**config.mk**
```make
export PLATFORM = sky130hd
export DESIGN_NAME = mult_mantisa_seq_flat
export DESIGN_NICKNAME = d
export VERILOG_FILES = /design/src/rtl/mult_mantisa_seq_pkg.sv /design/src/rtl/mult_mantisa_seq_if.sv /design/src/rtl/fp_unpack.sv /design/src/rtl/mult_mantisa_seq.sv /design/src/flat_wrapper.sv
export SDC_FILE = /design/constraint.sdc
export NUM_CORES = 1
export LEC_CHECK = 0
export ABC_AREA = 1
export CAP_MARGIN = 20
export CORE_MARGIN = 2
export CORE_UTILIZATION = 40
export DETAILED_ROUTE_END_ITERATION = 16
export SKIP_LAST_GASP = 1
export SYNTH_ARGS = -nofsm -noshare
export SYNTH_HDL_FRONTEND = slang
export SYNTH_SLANG_ARGS = --single-unit
```
**constraint.sdc**
```tcl
create_clock -name clk -period 5.7 [get_ports clk]
set_input_delay 1.14 -clock clk [delete_from_list [all_inputs] [get_ports clk]]
set_output_delay 1.14 -clock clk [all_outputs]
set_load 0.005 [all_outputs]
```
**src/rtl/mult_mantisa_seq_pkg.sv**
```systemverilog
// Shared types and constants for the single-precision multiplier front end.
package fp_mul_pkg;

  typedef enum logic [1:0] {
    IDLE = 2'd0,
    CALC = 2'd1,
    DONE = 2'd2
  } state_t;

  typedef enum logic [1:0] {
    ZERO    = 2'd0,
    NORMAL  = 2'd1,
    SPECIAL = 2'd2
  } opclass_t;

  localparam int unsigned BIAS   = 127;
  localparam int unsigned EXP_W  = 8;
  localparam int unsigned FRAC_W = 23;
  localparam int unsigned MANT_W = 24;
  localparam int unsigned PROD_W = 48;

  localparam logic [8:0]        EXP_SPECIAL  = 9'h1FF;
  localparam logic [PROD_W-1:0] SPECIAL_PROD = 48'h4000_0000_0000;

endpackage

```
**src/rtl/mult_mantisa_seq_if.sv**
```systemverilog
// Request/result bundle between the multiplier and its client.
interface mult_mantisa_seq_if;
  import fp_mul_pkg::*;

  // start is sampled only while busy is low; the request is taken on that edge.
  // done pulses for one cycle when Signo_mul/Exp_resul/Producto become valid;
  // they then hold until the next done.
  logic              start;
  logic [31:0]       A;
  logic [31:0]       B;
  logic              busy;
  logic              done;
  logic              Signo_mul;
  logic [8:0]        Exp_resul;
  logic [PROD_W-1:0] Producto;
  state_t            dbg_state;

  modport master (
    output start, A, B,
    input  busy, done, Signo_mul, Exp_resul, Producto, dbg_state
  );

  modport slave (
    input  start, A, B,
    output busy, done, Signo_mul, Exp_resul, Producto, dbg_state
  );

endinterface

```
**src/rtl/fp_unpack.sv**
```systemverilog
// Splits an IEEE-754 single into sign, exponent and significand and classifies it.
module fp_unpack
  import fp_mul_pkg::*;
(
  input  logic [31:0]       op_i,
  output logic              sign_o,
  output logic [EXP_W-1:0]  exp_o,
  output logic [MANT_W-1:0] mant_o,
  output opclass_t          cls_o
);

  always_comb begin
    sign_o = op_i[31];
    exp_o  = op_i[30:23];
    mant_o = '0;
    cls_o  = NORMAL;
    // Denormals are flushed: they get the zero class and a zero significand.
    if (op_i[30:23] == 8'h00) begin
      cls_o = ZERO;
    end else if (op_i[30:23] == 8'hFF) begin
      cls_o = SPECIAL;
    end else begin
      mant_o = {1'b1, op_i[FRAC_W-1:0]};
    end
  end

endmodule

```
**src/rtl/mult_mantisa_seq.sv**
```systemverilog
// Sequential shift-add significand multiplier with sign/exponent handling.
// Define MULT_RADIX4_EN to retire two multiplier bits per iteration.
module mult_mantisa_seq
  import fp_mul_pkg::*;
#(
  parameter int unsigned MANT_W = 24,
  parameter int unsigned BIAS   = 127
)
(
  input  logic               clk,
  input  logic               rst_n,
  mult_mantisa_seq_if.slave  bus
);

`ifdef MULT_RADIX4_EN
  localparam int unsigned ITER = MANT_W / 2;
`else
  localparam int unsigned ITER = MANT_W;
`endif
  localparam int unsigned CNT_W = $clog2(MANT_W);
  localparam int unsigned P_W   = 2 * MANT_W;

  logic              a_sign, b_sign;
  logic [EXP_W-1:0]  a_exp, b_exp;
  logic [MANT_W-1:0] a_mant, b_mant;
  opclass_t          a_cls, b_cls;

  fp_unpack u_unpack_a (.op_i(bus.A), .sign_o(a_sign), .exp_o(a_exp), .mant_o(a_mant), .cls_o(a_cls));
  fp_unpack u_unpack_b (.op_i(bus.B), .sign_o(b_sign), .exp_o(b_exp), .mant_o(b_mant), .cls_o(b_cls));

  state_t            state_q, state_d;
  logic [CNT_W-1:0]  cnt_q, cnt_d;
  logic [MANT_W-1:0] mcand_q, mcand_d;
  logic [P_W-1:0]    prod_q, prod_d;
  logic [8:0]        expo_q, expo_d;
  logic              sign_q, sign_d;
  logic [P_W-1:0]    out_prod_q, out_prod_d;
  logic [8:0]        out_exp_q, out_exp_d;
  logic              out_sign_q, out_sign_d;

  logic [9:0]        exp_sum;
  logic              any_special, any_zero, underflow;
  logic [P_W-1:0]    step_prod;

  always_comb begin
    exp_sum     = {2'b00, a_exp} + {2'b00, b_exp};
    any_special = (a_cls == SPECIAL) || (b_cls == SPECIAL);
    any_zero    = (a_cls == ZERO) || (b_cls == ZERO);
    underflow   = (exp_sum <= 10'(BIAS));
  end

  // Product word: upper half accumulates, lower half holds the unconsumed multiplier.
`ifdef MULT_RADIX4_EN
  logic [MANT_W+1:0] m_ext, addend, step_sum;
  always_comb begin
    m_ext = {2'b00, mcand_q};
    case (prod_q[1:0])
      2'd1:    addend = m_ext;
      2'd2:    addend = m_ext << 1;
      2'd3:    addend = m_ext + (m_ext << 1);
      default: addend = '0;
    endcase
    step_sum  = {2'b00, prod_q[P_W-1:MANT_W]} + addend;
    step_prod = {step_sum, prod_q[MANT_W-1:2]};
  end
`else
  logic [MANT_W:0] step_sum;
  always_comb begin
    step_sum  = {1'b0, prod_q[P_W-1:MANT_W]} + (prod_q[0] ? {1'b0, mcand_q} : '0);
    step_prod = {step_sum, prod_q[MANT_W-1:1]};
  end
`endif

  always_comb begin
    state_d    = state_q;
    cnt_d      = cnt_q;
    mcand_d    = mcand_q;
    prod_d     = prod_q;
    expo_d     = expo_q;
    sign_d     = sign_q;
    out_prod_d = out_prod_q;
    out_exp_d  = out_exp_q;
    out_sign_d = out_sign_q;
    case (state_q)
      IDLE: begin
        if (bus.start) begin
          sign_d = a_sign ^ b_sign;
          if (any_special) begin
            out_prod_d = SPECIAL_PROD;
            out_exp_d  = EXP_SPECIAL;
            out_sign_d = a_sign ^ b_sign;
            state_d    = DONE;
          end else if (any_zero || underflow) begin
            out_prod_d = '0;
            out_exp_d  = '0;
            out_sign_d = a_sign ^ b_sign;
            state_d    = DONE;
          end else begin
            mcand_d = a_mant;
            prod_d  = {{MANT_W{1'b0}}, b_mant};
            expo_d  = 9'(exp_sum - 10'(BIAS));
            cnt_d   = '0;
            state_d = CALC;
          end
        end
      end
      CALC: begin
        prod_d = step_prod;
        cnt_d  = cnt_q + 1'b1;
        if (cnt_q == CNT_W'(ITER - 1)) begin
          cnt_d      = '0;
          out_prod_d = step_prod;
          out_exp_d  = expo_q;
          out_sign_d = sign_q;
          state_d    = DONE;
        end
      end
      DONE: state_d = IDLE;
      default: state_d = IDLE;
    endcase
  end

  always_ff @(posedge clk or negedge rst_n) begin
    if (!rst_n) begin
      state_q    <= IDLE;
      cnt_q      <= '0;
      mcand_q    <= '0;
      prod_q     <= '0;
      expo_q     <= '0;
      sign_q     <= 1'b0;
      out_prod_q <= '0;
      out_exp_q  <= '0;
      out_sign_q <= 1'b0;
    end else begin
      state_q    <= state_d;
      cnt_q      <= cnt_d;
      mcand_q    <= mcand_d;
      prod_q     <= prod_d;
      expo_q     <= expo_d;
      sign_q     <= sign_d;
      out_prod_q <= out_prod_d;
      out_exp_q  <= out_exp_d;
      out_sign_q <= out_sign_d;
    end
  end

  assign bus.busy      = (state_q != IDLE);
  assign bus.done      = (state_q == DONE);
  assign bus.Signo_mul = out_sign_q;
  assign bus.Exp_resul = out_exp_q;
  assign bus.Producto  = out_prod_q;
  assign bus.dbg_state = state_q;

endmodule

```
**src/flat_wrapper.sv**
```systemverilog
// flat-port wrapper written by rule: the top's interface ports become plain ports
module mult_mantisa_seq_flat import fp_mul_pkg::*;
#(
  parameter int unsigned MANT_W = 24,
  parameter int unsigned BIAS   = 127
)
  (clk, rst_n, bus_start, bus_A, bus_B, bus_busy, bus_done, bus_Signo_mul, bus_Exp_resul, bus_Producto, bus_dbg_state);
  mult_mantisa_seq_if bus_i ();
  input  logic clk;
  input  logic rst_n;
  input wire logic [$bits(bus_i.start)-1:0] bus_start;
  input wire logic [$bits(bus_i.A)-1:0] bus_A;
  input wire logic [$bits(bus_i.B)-1:0] bus_B;
  output wire logic [$bits(bus_i.busy)-1:0] bus_busy;
  output wire logic [$bits(bus_i.done)-1:0] bus_done;
  output wire logic [$bits(bus_i.Signo_mul)-1:0] bus_Signo_mul;
  output wire logic [$bits(bus_i.Exp_resul)-1:0] bus_Exp_resul;
  output wire logic [$bits(bus_i.Producto)-1:0] bus_Producto;
  output wire logic [$bits(bus_i.dbg_state)-1:0] bus_dbg_state;
  assign bus_i.start = bus_start;
  assign bus_i.A = bus_A;
  assign bus_i.B = bus_B;
  assign bus_busy = bus_i.busy;
  assign bus_done = bus_i.done;
  assign bus_Signo_mul = bus_i.Signo_mul;
  assign bus_Exp_resul = bus_i.Exp_resul;
  assign bus_Producto = bus_i.Producto;
  assign bus_dbg_state = bus_i.dbg_state;
  mult_mantisa_seq #(.MANT_W(MANT_W), .BIAS(BIAS)) u_core (.clk(clk), .rst_n(rst_n), .bus(bus_i));
endmodule
```
==> flow_summary.json, run 1 <==
{
  "switching_share": 0.4168,
  "antenna_found_initial": 0,
  "synthesis.area_per_instance_um2": 7.485,
  "finalCritPeriodShare": 0.6599,
  "synth_edf_count": 0,
  "finalClockSkew_ns": 0.01574,
  "wl_mm": 21.57,
  "p_sw_w": 0.002128,
  "seqPwrFrac": 0.336,
  "dp_hpwl_mm": 15.26,
  "synth_nets": 1269,
  "cts_setup_buffers": 0,
  "leakage_nw": 5.645,
  "place_area_um2": 10090,
  "vias_per_cell": 4.796,
  "rsz0062_at_grt": "false",
  "hold_viol_final": 0,
  "area_growth_pct": 22.97,
  "synthArstFlopShare": 1.000,
  "synth-main-ff-cell": "dfrtp_1",
  "syn_inst": 1166,
  "cts_inserted_buffers": 17,
  "clockBufferDepth": 2,
  "crit_start": "bus_B[23]",
  "post_cts_resized": 0,
  "die_height_um": 151.7,
  "fmax_mhz": 265.8,
  "r2r_start": "u_core.bus.dbg_state[1]",
  "maxCapViolations": 0,
  "wl_per_cell_um": 13.74,
  "fin_util": 0.4964,
  "grt_pass1_wl_mm": 36.34,
  "antenna_left": 0,
  "required_ns": 6.05,
  "ctsHoldBuffers": 0,
  "layout-drive-gt1-share": 0.1008,
  "worstSetupStartpointType": "input port",
  "synth.largest_area_cell": "dfrtp_1",
  "p_clk_frac": 0.234,
  "slew_viol_final": 0,
  "multi_input_area_um2": 4188,
  "power_w": 0.005107,
  "crit_type": "input port to register",
  "worstReg2RegEnd": "u_core.bus.Producto[36]",
  "cts_tree": "done",
  "endpoint_kind": "register",
  "finalInstanceArea_um2": 10730,
  "cts.sinks": 147,
  "start_util": 0.4036,
  "critPathMaxFanout": 63,
  "seq_area_um2": 3679,
  "ir_drop_uv": 226.9,
  "slew_headroom": 0.3658,
  "coreArea_um2": 21620,
  "grt_pass1_vias": 7382,
  "fillCellCount": 2178,
  "place_congestion": 0.9050,
  "tightest_slew_ns": 0.9486,
  "fin_crit_ns": 3.762,
  "drc": 0,
  "track_usage": 0.1998,
  "final.setup.tns_ns": 0,
  "antenna_cells": 0,
  "die_w_um": 151.7,
  "critPathArrivalTime_ns": 4.12,
  "clockRootBuffer": "clkbuf_16",
  "cts.clk_slew.worst_paths_ns": 0.06,
  "ys_seq_area_frac": 0.4215,
  "io_buffers": 128,
  "synth_warnings": 0,
  "gr-total-overflow": 0,
  "whs_path_depth": 1,
  "setup_viol": 0,
  "dieArea_um2": 23020,
  "clk_latency_ns": 0.43,
  "pwr-share-comb": 0.430,
  "yosysUniqueCellTypes": 38,
  "crit_path_end": "u_core.bus.Producto[36]",
  "setup_ws_ns": 1.938,
  "h-tree-depth": 4,
  "rr_worst_depth": 9,
  "status": "finished, final reports clean",
  "yosys-top-cells-count": "nand2_1, dfrtp_1, inv_1",
  "p_int_w": 0.002978,
  "yosys_register_bits": 147,
  "synth_area_leaders": "dfrtp_1, nand2_1, inv_1, nand3_1, ha_1",
  "hold_path.class": "register to register",
  "rows": 54,
  "nNetsFinal": 1380,
  "p_per_area_nw_per_um2": 475.9,
  "syn-cell-area_um2": 8727,
  "r2r_setup_slack_ns": 2.46,
  "place_ws_ns": 1.485,
  "ioPinCount": 129,
  "via_count": 7530,
  "firstDrtPassIters": 5,
  "grt_max_degree": 99,
  "yosys.area.top_type_share": 0.4215,
  "drtIter0Drc": 410,
  "post-synth-top-count-cell": "nand2_1"
}
==> power groups by stage <==
stage / Combinational [W] / Clock (W) / Sequential (W)
2_1_floorplan: 0.00163 / 0 / 0.00165
3_3_place_gp: 0.00220 / 0 / 0.00173
3_5_place_dp: 0.00223 / 0 / 0.00172
4_1_cts: 0.00224 / 0.00122 / 0.00171
5_1_grt: 0.00251 / 0.00126 / 0.00176
6_report: 0.00220 / 0.00120 / 0.00171
==> critical path: stages <==
cell and delay, ns:
clkdlybuf4s50_1 0.51, ha_1 0.19, inv_1 0.06, fa_1 0.39
inv_1 0.10, nand3_1 0.09, nand2_1 0.12, a21oi_2 0.09
nand3_4 0.12, nand3_4 0.08, nand2_4 0.67, buf_4 0.37
nand2_1 0.09, o21ai_2 0.06
==> state kept, by name, indices dropped and copies added (netlist names) <==
name,flops
u_core.expo_q,9
u_core.bus.Exp_resul,9
u_core.sign_q,1
u_core.prod_q,48
u_core.bus.Signo_mul,1
u_core.bus.dbg_state,2
u_core.cnt_q,5
u_core.bus.Producto,48
u_core.mcand_q,24
==> kinds of logic after synthesis <==
group | synth area share
buffers and inverters | 0.09892
AND/OR/NAND/NOR | 0.3199
XOR/XNOR | 0.004015
adder cells (fa/ha/maj) | 0.05333
AO/OA/AOI/OAI | 0.1024
flip-flops | 0.4215
==> how the worst min path moves through the flow <==
stage | start | endpoint | slack, ns
6_report | u_core.mcand_q[23] | u_core.mcand_q[23] | 0.48
5_1_grt | u_core.mcand_q[23] | u_core.mcand_q[23] | 0.50
4_1_cts | u_core.mcand_q[23] | u_core.mcand_q[23] | 0.48
3_5_place_dp | u_core.mcand_q[23] | u_core.mcand_q[23] | 0.46
3_3_place_gp | u_core.mcand_q[23] | u_core.mcand_q[23] | 0.46
2_1_floorplan | u_core.mcand_q[23] | u_core.mcand_q[23] | 0.44
==> layer usage <==
layer  GRT usage  wire [µm]  vias to the layer above
met5           0          0                        -
met2      0.3212      10120                      144
met4     0.05463        284                        0
met3     0.04162        954                       19
met1      0.2744      10210                     3468
li1            -          -                     3899
==> placed cells by master, fill, tap and decap left out, drive strengths merged <==
cell,synthesis,final
o211ai,1,1
clkdlybuf4s50,0,127
clkbuf,8,17
o21a,1,1
buf,35,8
a21oi,42,42
nor2,51,51
clkinv,0,5
or2,9,9
nand4,11,11
xor2,2,2
clkinvlp,0,1
ha,34,34
nand3,97,97
o21ai,99,99
fa,2,2
inv,141,148
and2,3,3
xnor2,2,2
o21bai,1,1
bufinv,0,2
dfrtp,147,147
nor3,6,6
nand3b,7,7
nand2,465,465
a21o,2,2
==> metrics by stage <==
stage | instances | hold WS (ns)
floorplan | 1166 | 0.4394
global placement | 1538 | 0.4557
detailed placement | 1538 | 0.4589
CTS | 1570 | 0.4753
global route | 1570 | 0.4995
finish | 1570 | 0.4753
==> final cells by class <==
class	instances	share of cell area
well taps	280	0.03265
repair buffers	135	0.1256
clock buffers	17	0.03964
multi-input cells	835	0.3902
inverters	141	0.04932
clock inverters	15	0.01982
flip-flops and latches	147	0.3428
Note: power is estimated with default switching activity, not from simulation.
==> run 2: changes to the inputs <==
- clock period: 5.7 -> 3.3 ns (I/O delays scaled with it)
==> flow_summary.json, run 2 (same netlist as run 1, synthesis figures left out) <==
{
  "final_common_cell": "nand2_1",
  "h-tree-depth": 4,
  "die_w_um": 151.7,
  "worstSetupStartpointType": "input port",
  "hold_path.class": "input port to asynchronous set/reset pin",
  "layout-drive-gt1-share": 0.1104,
  "clockRootBuffer": "clkbuf_16",
  "final_cell_mix": "nand2_1, dfrtp_1, inv_1",
  "leakage_nw": 5.726,
  "via_count": 7653,
  "area_growth_pct": 24.53,
  "die_height_um": 151.7,
  "final.setup.tns_ns": 0,
  "slew_viol_final": 0,
  "gr-total-overflow": 0,
  "fin_crit_ns": 2.723,
  "cts_inserted_buffers": 17,
  "endpoint_kind": "register",
  "drc": 0,
  "antenna_left": 0,
  "clk_latency_ns": 0.44,
  "rsz0062_at_grt": "false",
  "dp_cells": 1552,
  "grt_max_degree": 70,
  "slew_headroom": 0.5482,
  "dp_hpwl_mm": 16.28,
  "start_util": 0.4036,
  "ctsHoldBuffers": 0,
  "maxCapViolations": 0,
  "power_w": 0.008888,
  "crit_type": "input port to register",
  "fmax_mhz": 367.3,
  "grt_pass1_wl_mm": 36.21,
  "coreArea_um2": 21620,
  "fillCellCount": 2161,
  "hold_viol_final": 0,
  "nNetsFinal": 1394,
  "wl_per_cell_um": 13.80,
  "r2r_start": "u_core.prod_q[0]",
  "clockBufferDepth": 2,
  "p_per_area_nw_per_um2": 817.8,
  "ir_drop_uv": 452.3,
  "fin_util": 0.5027,
  "antenna_found_initial": 0,
  "finalClockSkew_ns": 0.01416,
  "track_usage": 0.1998,
  "cts_setup_buffers": 0,
  "place_congestion": 0.8530,
  "status": "finished, final reports clean",
  "instances_no_fill": 1584,
  "critPathMaxFanout": 37,
  "cts_tree": "done",
  "rows": 54,
  "critPathArrivalTime_ns": 3.08,
  "multi_input_area_um2": 4188,
  "tightest_slew_ns": 0.6777,
  "finalCritPeriodShare": 0.8250,
  "setup_viol": 0,
  "grt_pass1_vias": 7516,
  "cts.clk_slew.worst_paths_ns": 0.07,
  "crit_start": "bus_B[23]",
  "antenna_cells": 0,
  "dieArea_um2": 23020,
  "required_ns": 3.66,
  "finalInstanceArea_um2": 10870,
  "place_area_um2": 10250,
  "ioPinCount": 129,
  "io_buffers": 128,
  "seq_area_um2": 3679,
  "cts.sinks": 147,
  "vias_per_cell": 4.831,
  "drtIter0Drc": 392,
  "wl_mm": 21.86,
  "firstDrtPassIters": 5,
  "post_cts_resized": 0
}
## run 2: cell types whose count changed in the layout (fill, tap and decap cells not counted)
cell and delta:
clkinv_4 -1, bufinv_16 -2, buf_4 +10, clkinv_8 +2
buf_12 +4, clkinvlp_4 -1, inv_12 +1, inv_6 +1
## run 2: worst max-delay path, cell delays in order
cell             delay (ns)
clkdlybuf4s50_1        0.50
ha_1                   0.19
inv_1                  0.06
fa_1                   0.38
inv_1                  0.10
nand3_1                0.10
nand2_1                0.13
a21oi_2                0.09
nand3_4                0.12
nand3_4                0.08
nand2_4                0.21
buf_12                 0.26
nand2_1                0.10
o21ai_2                0.06
## run 2: final timing paths
check	endpoint	slack [ns]	cells after the start
setup / recovery	u_core.bus.Producto[37]	0.58	14
hold / removal	u_core.mcand_q[11]	0.21	1
setup reg to reg	u_core.bus.Producto[35]	0.79	17
hold reg to reg	u_core.mcand_q[23]	0.47	1
max in group asynchronous	u_core.prod_q[46]	2.35	2
min in group clk	u_core.mcand_q[23]	0.47	1
## run 2: where the power goes
group	internal [W]	switching, W
logic	0.00162	0.00237
clock network	0.00104	0.000938
registers	0.00249	0.000437
## run 2: per-layer routing
layer / part of all wire / track usage
met1: 0.47 / 0.2683
met2: 0.48 / 0.3309
met3: 0.035 / 0.03832
met4: 0.014 / 0.05417
met5: 0 / 0
## run 2: final cells by class
type	instances	area share
Tap cell	280	0.03224
Clock inverter	15	0.01784
Clock buffer	17	0.03914
Multi-Input combinational cell	835	0.3853
Inverter	141	0.04870
Sequential cell	147	0.3385
Timing Repair Buffer	149	0.1383
## run 2: metrics by stage
stage	hold WS [ns]	worst slack, ns
floorplan	0.3644	0.9495
global placement	0.4525	0.1877
detailed placement	0.4512	0.1442
CTS	0.2408	0.5928
global route	0.2611	0.3688
finish	0.2076	0.5775
==> run 3: changes to the inputs <==
- clock period: 3.3 -> 2.8 ns (I/O delays scaled with it)
==> flow_summary.json, run 3 (same netlist as run 1, synthesis figures left out) <==
{
  "ctsHoldBuffers": 0,
  "finalInstanceArea_um2": 11060,
  "die_w_um": 151.7,
  "r2r_start": "u_core.prod_q[0]",
  "drc": 0,
  "slew_headroom": 0.6582,
  "crit_type": "register to register",
  "grt_pass1_vias": 7698,
  "antenna_found_initial": 0,
  "fin_crit_ns": 2.458,
  "firstDrtPassIters": 5,
  "wl_per_cell_um": 13.70,
  "crit_path_top_delay_cell": "dfrtp_1",
  "antenna_left": 0,
  "critPathMaxFanout": 12,
  "fillCellCount": 2158,
  "cts.sinks": 147,
  "slew_viol_final": 0,
  "place_congestion": 0.8625,
  "rsz0062_at_grt": "false",
  "cts_tree": "done",
  "setup_viol": 0,
  "crit_start": "u_core.prod_q[0]",
  "seq_area_um2": 3679,
  "drtIter0Drc": 382,
  "leakage_nw": 5.839,
  "grt_pass1_wl_mm": 37.09,
  "dp_cells": 1574,
  "clk_latency_ns": 0.43,
  "post_cts_resized": 0,
  "cp_cell_sequence": "buf_4 > nand2_1 > inv_1 > ha_1 > or2_2 > nand3b_1 > nand2_1 > nand2_1 > nand2_1 > nand2_1 > nand2_1 > nand2_1 > nand3_1 > o21ai_2",
  "grt_max_degree": 65,
  "multi_input_area_um2": 4188,
  "required_ns": 3.16,
  "instances_no_fill": 1606,
  "track_usage": 0.2044,
  "cts_inserted_buffers": 17,
  "final_common_cell": "nand2_1",
  "vias_per_cell": 4.819,
  "dp_hpwl_mm": 16.44,
  "worstSetupStartpointType": "register",
  "layout-drive-gt1-share": 0.1252,
  "clockRootBuffer": "clkbuf_16",
  "die_height_um": 151.7,
  "io_buffers": 128,
  "hold_viol_final": 0,
  "gr-total-overflow": 0,
  "dieArea_um2": 23020,
  "fmax_mhz": 406.9,
  "maxCapViolations": 0,
  "coreArea_um2": 21620,
  "finalClockSkew_ns": 0.01078,
  "cts_setup_buffers": 0,
  "finalCritPeriodShare": 0.8778,
  "cpMostUsedCell": "nand2_1",
  "status": "finished, final reports clean",
  "cts.clk_slew.worst_paths_ns": 0.07,
  "cpPeakStageDelay_ns": 0.42,
  "antenna_cells": 0,
  "critPathBufInv": 2,
  "hold_path.class": "input port to asynchronous set/reset pin",
  "tightest_slew_ns": 0.5127,
  "start_util": 0.4036,
  "wl_mm": 22.01,
  "h-tree-depth": 4,
  "place_area_um2": 10480,
  "p_per_area_nw_per_um2": 957.7,
  "ir_drop_uv": 433.8,
  "ioPinCount": 129,
  "rows": 54,
  "clockBufferDepth": 2,
  "critPathArrivalTime_ns": 2.81,
  "via_count": 7739,
  "cpLargestDelayFamily": "simple AND/OR/NAND/NOR gates",
  "area_growth_pct": 26.71,
  "endpoint_kind": "register",
  "nNetsFinal": 1416,
  "final_cell_mix": "nand2_1, dfrtp_1, inv_1"
}
run 3: layer usage:
layer,GRT usage,part of all wire,vias up
met5,0,0,-
met4,0.05926,0.017,0
met1,0.2678,0.46,3601
li1,-,-,3972
met3,0.04222,0.043,26
met2,0.3423,0.48,140
run 3: stage by stage:
| stage | util | setup slack, ns | TNS, ns | power [W] | hold WS, ns |
|---|---|---|---|---|---|
| finish | 0.5115 | 0.3422 | 0 | 0.01059 | 0.05692 |
| global route | 0.5115 | 0.1310 | 0 | 0.01148 | 0.07672 |
| CTS | 0.5115 | 0.3201 | 0 | 0.01072 | 0.06048 |
| detailed placement | 0.4845 | -0.1040 | -6.783 | 0.008396 | 0.4578 |
| global placement | 0.4845 | -0.03080 | -0.3284 | 0.008321 | 0.4521 |
| floorplan | - | 0.5495 | 0 | 0.006687 | 0.2644 |
run 3: final cells by class:
type | instances | area share
multi-input combinational | 835 | 0.3787
sequential | 147 | 0.3327
timing repair buffer | 171 | 0.1565
inverter | 141 | 0.04786
clock buffer | 17 | 0.03847
tap | 280 | 0.03168
clock inverter | 15 | 0.01414
run 3: worst paths after layout:
kind                                      endpoint  slack (ns)  cells past startpoint
min                             u_core.mcand_q[11]        0.06                      1
max in group asynchronous  u_core.bus.Producto[10]        1.86                      2
max reg2reg                u_core.bus.Producto[41]        0.34                     14
max                        u_core.bus.Producto[41]        0.34                     14
min in group clk                u_core.mcand_q[23]        0.48                      1
min reg2reg                     u_core.mcand_q[23]        0.48                      1
run 3: worst register-to-register path, cell delays in order (launching register included):
cell      delay [ns]
dfrtp_1         0.42
buf_4           0.20
nand2_1         0.10
inv_1           0.05
ha_1            0.32
or2_2           0.30
nand3b_1        0.08
nand2_1         0.14
nand2_1         0.11
nand2_1         0.10
nand2_1         0.13
nand2_1         0.07
nand2_1         0.06
nand3_1         0.15
o21ai_2         0.16
run 3: report_power, final:
group          total (W)  internal, W  switching, W  leakage [nW]
combinational    0.00488      0.00205       0.00282          3.64
clock            0.00227      0.00120       0.00107         0.286
sequential       0.00345      0.00293      0.000513          1.92
